$ cat config.mk
export PLATFORM = sky130hd
export DESIGN_NAME = equiv_vector_sequencer
export DESIGN_NICKNAME = d
export VERILOG_FILES = /design/src/rtl/equiv_vector_sequencer.sv
export SDC_FILE = /design/constraint.sdc
export NUM_CORES = 1
export LEC_CHECK = 0
export ABC_CLOCK_PERIOD_IN_PS = 3700
export CAP_MARGIN = 20
export CORE_MARGIN = 2
export CORE_UTILIZATION = 40
export DETAILED_ROUTE_END_ITERATION = 10
export GPL_ROUTABILITY_DRIVEN = 0
export GPL_TIMING_DRIVEN = 0
export PLACE_DENSITY = 0.72
export SKIP_LAST_GASP = 1
export SLEW_MARGIN = 20
export SYNTH_ARGS = -nofsm -noshare
export SYNTH_HDL_FRONTEND = slang
export SYNTH_SLANG_ARGS = --single-unit
$ cat constraint.sdc
create_clock -name clk -period 3.7 [get_ports clk]
set_input_delay 0.555 -clock clk [delete_from_list [all_inputs] [get_ports clk]]
set_output_delay 0.555 -clock clk [all_outputs]
set_load 0.02 [all_outputs]
$ cat src/rtl/equiv_vector_sequencer.sv
// Sequences LFSR-driven equivalence vectors into golden/synthesized datapath copies and tallies mismatches.
// Optional EQUIV_STOP_ON_FAIL_EN: end the run at the first mismatching vector.
module equiv_vector_sequencer #(
    parameter int SETTLE_CYCLES = 2,
    parameter int CNT_W         = 16,
    parameter int Y_W           = 82
) (
    input  logic             clk,
    input  logic             rst_n,
    input  logic             start,
    input  logic [CNT_W-1:0] num_vectors,
    input  logic [63:0]      seed,
    input  logic [Y_W-1:0]   y_ref,
    input  logic [Y_W-1:0]   y_dut,
    output logic [10:0]      op0_o,
    output logic [11:0]      op1_o,
    output logic [9:0]       op2_o,
    output logic [8:0]       op3_o,
    output logic [10:0]      op4_o,
    output logic             busy,
    output logic             done,
    output logic             pass,
    output logic [CNT_W-1:0] mismatch_count,
    output logic [CNT_W-1:0] first_fail_idx,
    output logic [CNT_W-1:0] vec_idx
);

    typedef enum logic [2:0] {IDLE, DRIVE, SETTLE, CHECK, FIN} state_t;

    localparam logic [CNT_W-1:0] ALL_ONES = '1;

    state_t           state, state_next;
    logic [3:0]       settle_cnt;
    logic [63:0]      lfsr;
    logic [63:0]      lfsr_step;
    logic [CNT_W-1:0] num_vec;
    logic [CNT_W-1:0] count_next;
    logic             mismatch;
    logic             last_vec;
    logic             stop_now;

    assign mismatch   = (y_ref != y_dut);
    assign last_vec   = (vec_idx == num_vec - 1'b1);
    assign count_next = (mismatch && mismatch_count != ALL_ONES) ? mismatch_count + 1'b1 : mismatch_count;
    // Fibonacci taps 64,63,61,60; feedback enters at bit 0
    assign lfsr_step  = {lfsr[62:0], lfsr[63] ^ lfsr[62] ^ lfsr[60] ^ lfsr[59]};

`ifdef EQUIV_STOP_ON_FAIL_EN
    assign stop_now = mismatch;
`else
    assign stop_now = 1'b0;
`endif

    always_ff @(posedge clk or negedge rst_n) begin
        if (!rst_n) begin
            state <= IDLE;
        end else begin
            state <= state_next;
        end
    end

    always_comb begin
        state_next = state;
        busy       = 1'b0;
        done       = 1'b0;
        case (state)
            IDLE: begin
                if (start) begin
                    state_next = (num_vectors == '0) ? FIN : DRIVE;
                end
            end
            DRIVE: begin
                busy       = 1'b1;
                state_next = SETTLE;
            end
            SETTLE: begin
                busy = 1'b1;
                if (settle_cnt == 4'(SETTLE_CYCLES - 1)) begin
                    state_next = CHECK;
                end
            end
            CHECK: begin
                busy       = 1'b1;
                state_next = (last_vec || stop_now) ? FIN : DRIVE;
            end
            FIN: begin
                done       = 1'b1;
                state_next = IDLE;
            end
            default: state_next = IDLE;
        endcase
    end

    always_ff @(posedge clk or negedge rst_n) begin
        if (!rst_n) begin
            lfsr           <= 64'h1;
            num_vec        <= '0;
            settle_cnt     <= '0;
            op0_o          <= '0;
            op1_o          <= '0;
            op2_o          <= '0;
            op3_o          <= '0;
            op4_o          <= '0;
            pass           <= 1'b0;
            mismatch_count <= '0;
            first_fail_idx <= ALL_ONES;
            vec_idx        <= '0;
        end else begin
            case (state)
                IDLE: begin
                    if (start) begin
                        num_vec        <= num_vectors;
                        lfsr           <= (seed == 64'h0) ? 64'h1 : seed;
                        mismatch_count <= '0;
                        // An empty run is trivially clean, so pass is already valid at its FIN
                        pass           <= (num_vectors == '0);
                        first_fail_idx <= ALL_ONES;
                        vec_idx        <= '0;
                    end
                end
                DRIVE: begin
                    op0_o      <= lfsr[10:0];
                    op1_o      <= lfsr[22:11];
                    op2_o      <= lfsr[32:23];
                    op3_o      <= lfsr[41:33];
                    op4_o      <= lfsr[52:42];
                    settle_cnt <= '0;
                end
                SETTLE: begin
                    settle_cnt <= settle_cnt + 1'b1;
                end
                CHECK: begin
                    mismatch_count <= count_next;
                    if (mismatch && first_fail_idx == ALL_ONES) begin
                        first_fail_idx <= vec_idx;
                    end
                    lfsr <= lfsr_step;
                    if (state_next == FIN) begin
                        pass <= (count_next == '0);
                    end else begin
                        vec_idx <= vec_idx + 1'b1;
                    end
                end
                default: ;
            endcase
        end
    end

endmodule

==> key figures <==
Routing
  • Met3 wire len: 2.54 mm
  • Post-route ant nets: 0
  • Uppermost layer routed: met4
  • Average routed wire per standard cell: 20.6 um
  • Metal-1 WL: 13.7 mm
  • Total length of routed wires: 36.0 mm
  • DRC: 0
  • Drt first pass iters: 5
  • Via density: 5.50
  • DRT iter0 DRCs: 627
  • Via count: 9,603
  • Met2 Routed Length: 18.7 mm

Clocking
  • CTS resizes: 0
  • Max Root-Sink Buffers: 2
  • CTS tree: built
  • Clk_lat worst skew: 0.45 ns
  • Clock sink count: 189
  • TritonCTS Buffers: 17
  • Reg clk slew, reported paths: 0.08 ns
  • Hold Buf Count CTS: 1
  • Postcts setup bufs: 0
  • Root Driver: clkbuf_16
  • H-tree depth: 4

Worst setup path
  • Worst path cell trace: clkdlybuf4s50_1 -> xnor2_1 -> nand4_1 -> nor4_1 -> nand4_1 -> or2_2 -> clkbuf_1 -> clkbuf_1 -> a311oi_1 -> o2111ai_1 -> o31ai_1
  • Critical Path AT: 3.62 ns
  • Crit path kind: primary input to flip-flop
  • Critical Path RT: 4.04 ns
  • CP Max Fanout: 10
  • Crit. End Element: flip-flop
  • Crit-path max cell delay: 0.42 ns
  • Critical path's slowest cell: clkdlybuf4s50_1
  • FF-to-FF path depth: 10
  • Setup crit start kind: primary input

Timing
  • Slew Viols, Final: 0
  • Fin. Hold Viols: 0
  • Final worst-path cycle share: 88.8%
  • Slew at the pin with the worst max-slew slack: 0.951 ns
  • Final setup vio count: 0
  • Min Hold Slack: 0.481 ns
  • Max Fclk: 304 MHz
  • Final setup skew: 0.0207 ns
  • Period minus WS final: 3.29 ns
  • Max transition margin: 36.4%
  • RSZ-0062 raised after global routing: false

Finish
  • Final Cell Area: 0.0146 mm^2
  • Multi-input gate area: 0.00496 mm^2
  • Layout cells sized above 1: 8.87%
  • Area growth syn-to-layout: 46.6%
  • Storage element area: 0.00475 mm^2
  • Number of fill cells in the layout: 2,139
  • Post-layout util: 60.1%
  • Fin cells: 1,746
  • Layout Nets: 1,649

Synthesis
  • Most frequent cells after synthesis: nand2_1, dfrtp_1, xnor2_1
  • Cells after synthesis: 1,025
  • Synth unique cells: 63
  • Synth area leaders: dfrtp_1, xnor2_1, nand2_1
  • Number of flops mapped to enable cells by yosys: 0
  • Ys Warns: 0
  • Cell area after synthesis: 0.00999 mm^2
  • Mapped Avg Cell Area: 9.75 um^2
  • Seq/Total Area, Yosys: 47.6%
  • Dominant synthesized flop cell: dfrtp_1
  • Syn nets: 1,277
  • Synth top area share: 43.1%
  • Share of flip-flops with an asynchronous set or reset: 100%
  • Most frequent cell after synthesis: nand2_1
  • Yosys reg bits: 189
  • Area leader, netlist: dfrtp_1

Die
  • Core Region: 0.0244 mm^2
  • Ports: 351
  • FP Rows: 57
  • Die area: 0.0263 mm^2
  • DIE HEIGHT: 162 um
  • Initial core utilization: 41.0%
  • Die width: 162 um

Job
  • Max-cap viol count: 0

Power and ir drop
  • Power Density: 685 mW/mm^2
  • Worst VDD drop: 485 uV
  • Design Power: 10,000 uW
  • LEAKAGE: 0.00593 uW

Placed design
  • Area post-placement: 0.0140 mm^2
  • Inst Count DP: 1,701
  • HPWL Detailed: 28.0 mm
  • IO buf count: 350

Global route
  • Vias in the first global route: 9,407
  • Gr ovfl total: 0
  • Largest net degree at the start of global routing: 85
  • GRT Total Usage: 27.2%
  • Antenna violations before repair: 13
  • Global-route wire length before repair: 54.5 mm

Hold path
  • Hold Path Depth: 2
  • Worst min-delay path class: flip-flop to flip-flop

Status
  • Status: finished clean
[critical path: cells and delay by family]
family | cells | cell delay (ns)
AOI/OAI and AO/OA | 3 | 0.82
xor gates and xnor gates | 1 | 0.25
buffers and inverters | 3 | 0.87
and+or+nand+nor | 4 | 1.12
[logic make-up (layout without fill, tap and decap cells)]
kind of cell	after synthesis	count (layout)	share of synthesized area [%]
compound gates	192	192	13.4
flops	189	189	47.6
xor+xnor	106	106	9.29
other cells	0	12	0
mux	59	59	6.59
simple gates	403	403	19.6
buf+inv	71	456	2.89
fa+ha+maj	5	5	0.626
[layer usage]
metal / vias up / track usage (%)
li1: 4474 / -
met1: 4702 / 32.0
met2: 377 / 47.8
met3: 50 / 5.95
met4: 0 / 11.7
met5: - / 0
[cell type report]
| cell class | instances | share of cell area [%] |
|---|---|---|
| flip-flops and latches | 189 | 32.4 |
| repair buffers | 353 | 24.4 |
| diodes | 12 | 0.205 |
| multi-input cells | 765 | 33.8 |
| clock buffers | 17 | 2.90 |
| inverters | 11 | 0.282 |
| plain buffers | 60 | 1.69 |
| well taps | 324 | 2.77 |
| clock inverters | 15 | 1.49 |
[registers in the layout, indices dropped and copies added (netlist names), 3 cells and up]
signal          flops
op3_o               9
mismatch_count     16
op1_o              12
op0_o              11
state               3
first_fail_idx     16
op4_o              11
lfsr               64
op2_o              10
num_vec            16
vec_idx            16
settle_cnt          4
[cells in the final DEF (no fill, tap or decap), types with 20 or more instances in the layout]
cell type | netlist | routed
a21oi_1 | 20 | 20
a22oi_1 | 64 | 64
clkbuf_1 | 46 | 46
clkdlybuf4s50_1 | 0 | 349
dfrtp_1 | 172 | 172
mux2_2 | 54 | 54
nand2_1 | 199 | 199
nand3_1 | 26 | 26
nand4_1 | 36 | 36
nor2_1 | 33 | 33
nor4_1 | 31 | 31
o21ai_0 | 37 | 37
xnor2_1 | 88 | 88
[stage by stage]
step,setup slack (ns),setup TNS [ns]
6_report,0.415,0
5_1_grt,0.186,0
4_1_cts,0.431,0
3_5_place_dp,-0.0181,-0.0181
3_3_place_gp,-5.94,-1078.60
2_1_floorplan,0.925,0
[report_power, final]
| part | total (uW) | switching, uW | internal, uW |
|---|---|---|---|
| sequential | 3590 | 671 | 2920 |
| clock | 1960 | 1010 | 957 |
| combinational | 4480 | 2380 | 2100 |
[final timing paths]
path                                        start                      end  slack [ns]
setup / recovery                        y_dut[36]         pass$_DFFE_PN0P_        0.41
hold reg to reg              lfsr[57]$_DFFE_PN0P_     lfsr[57]$_DFFE_PN0P_        0.48
max in group asynchronous                   rst_n     lfsr[13]$_DFFE_PN0P_        2.09
setup reg to reg           num_vec[0]$_DFFE_PN0P_         pass$_DFFE_PN0P_        0.44
hold / removal               lfsr[57]$_DFFE_PN0P_     lfsr[57]$_DFFE_PN0P_        0.48
min in group asynchronous                   rst_n  num_vec[10]$_DFFE_PN0P_        0.56
No activity file was read; power rests on OpenSTA's default activity.
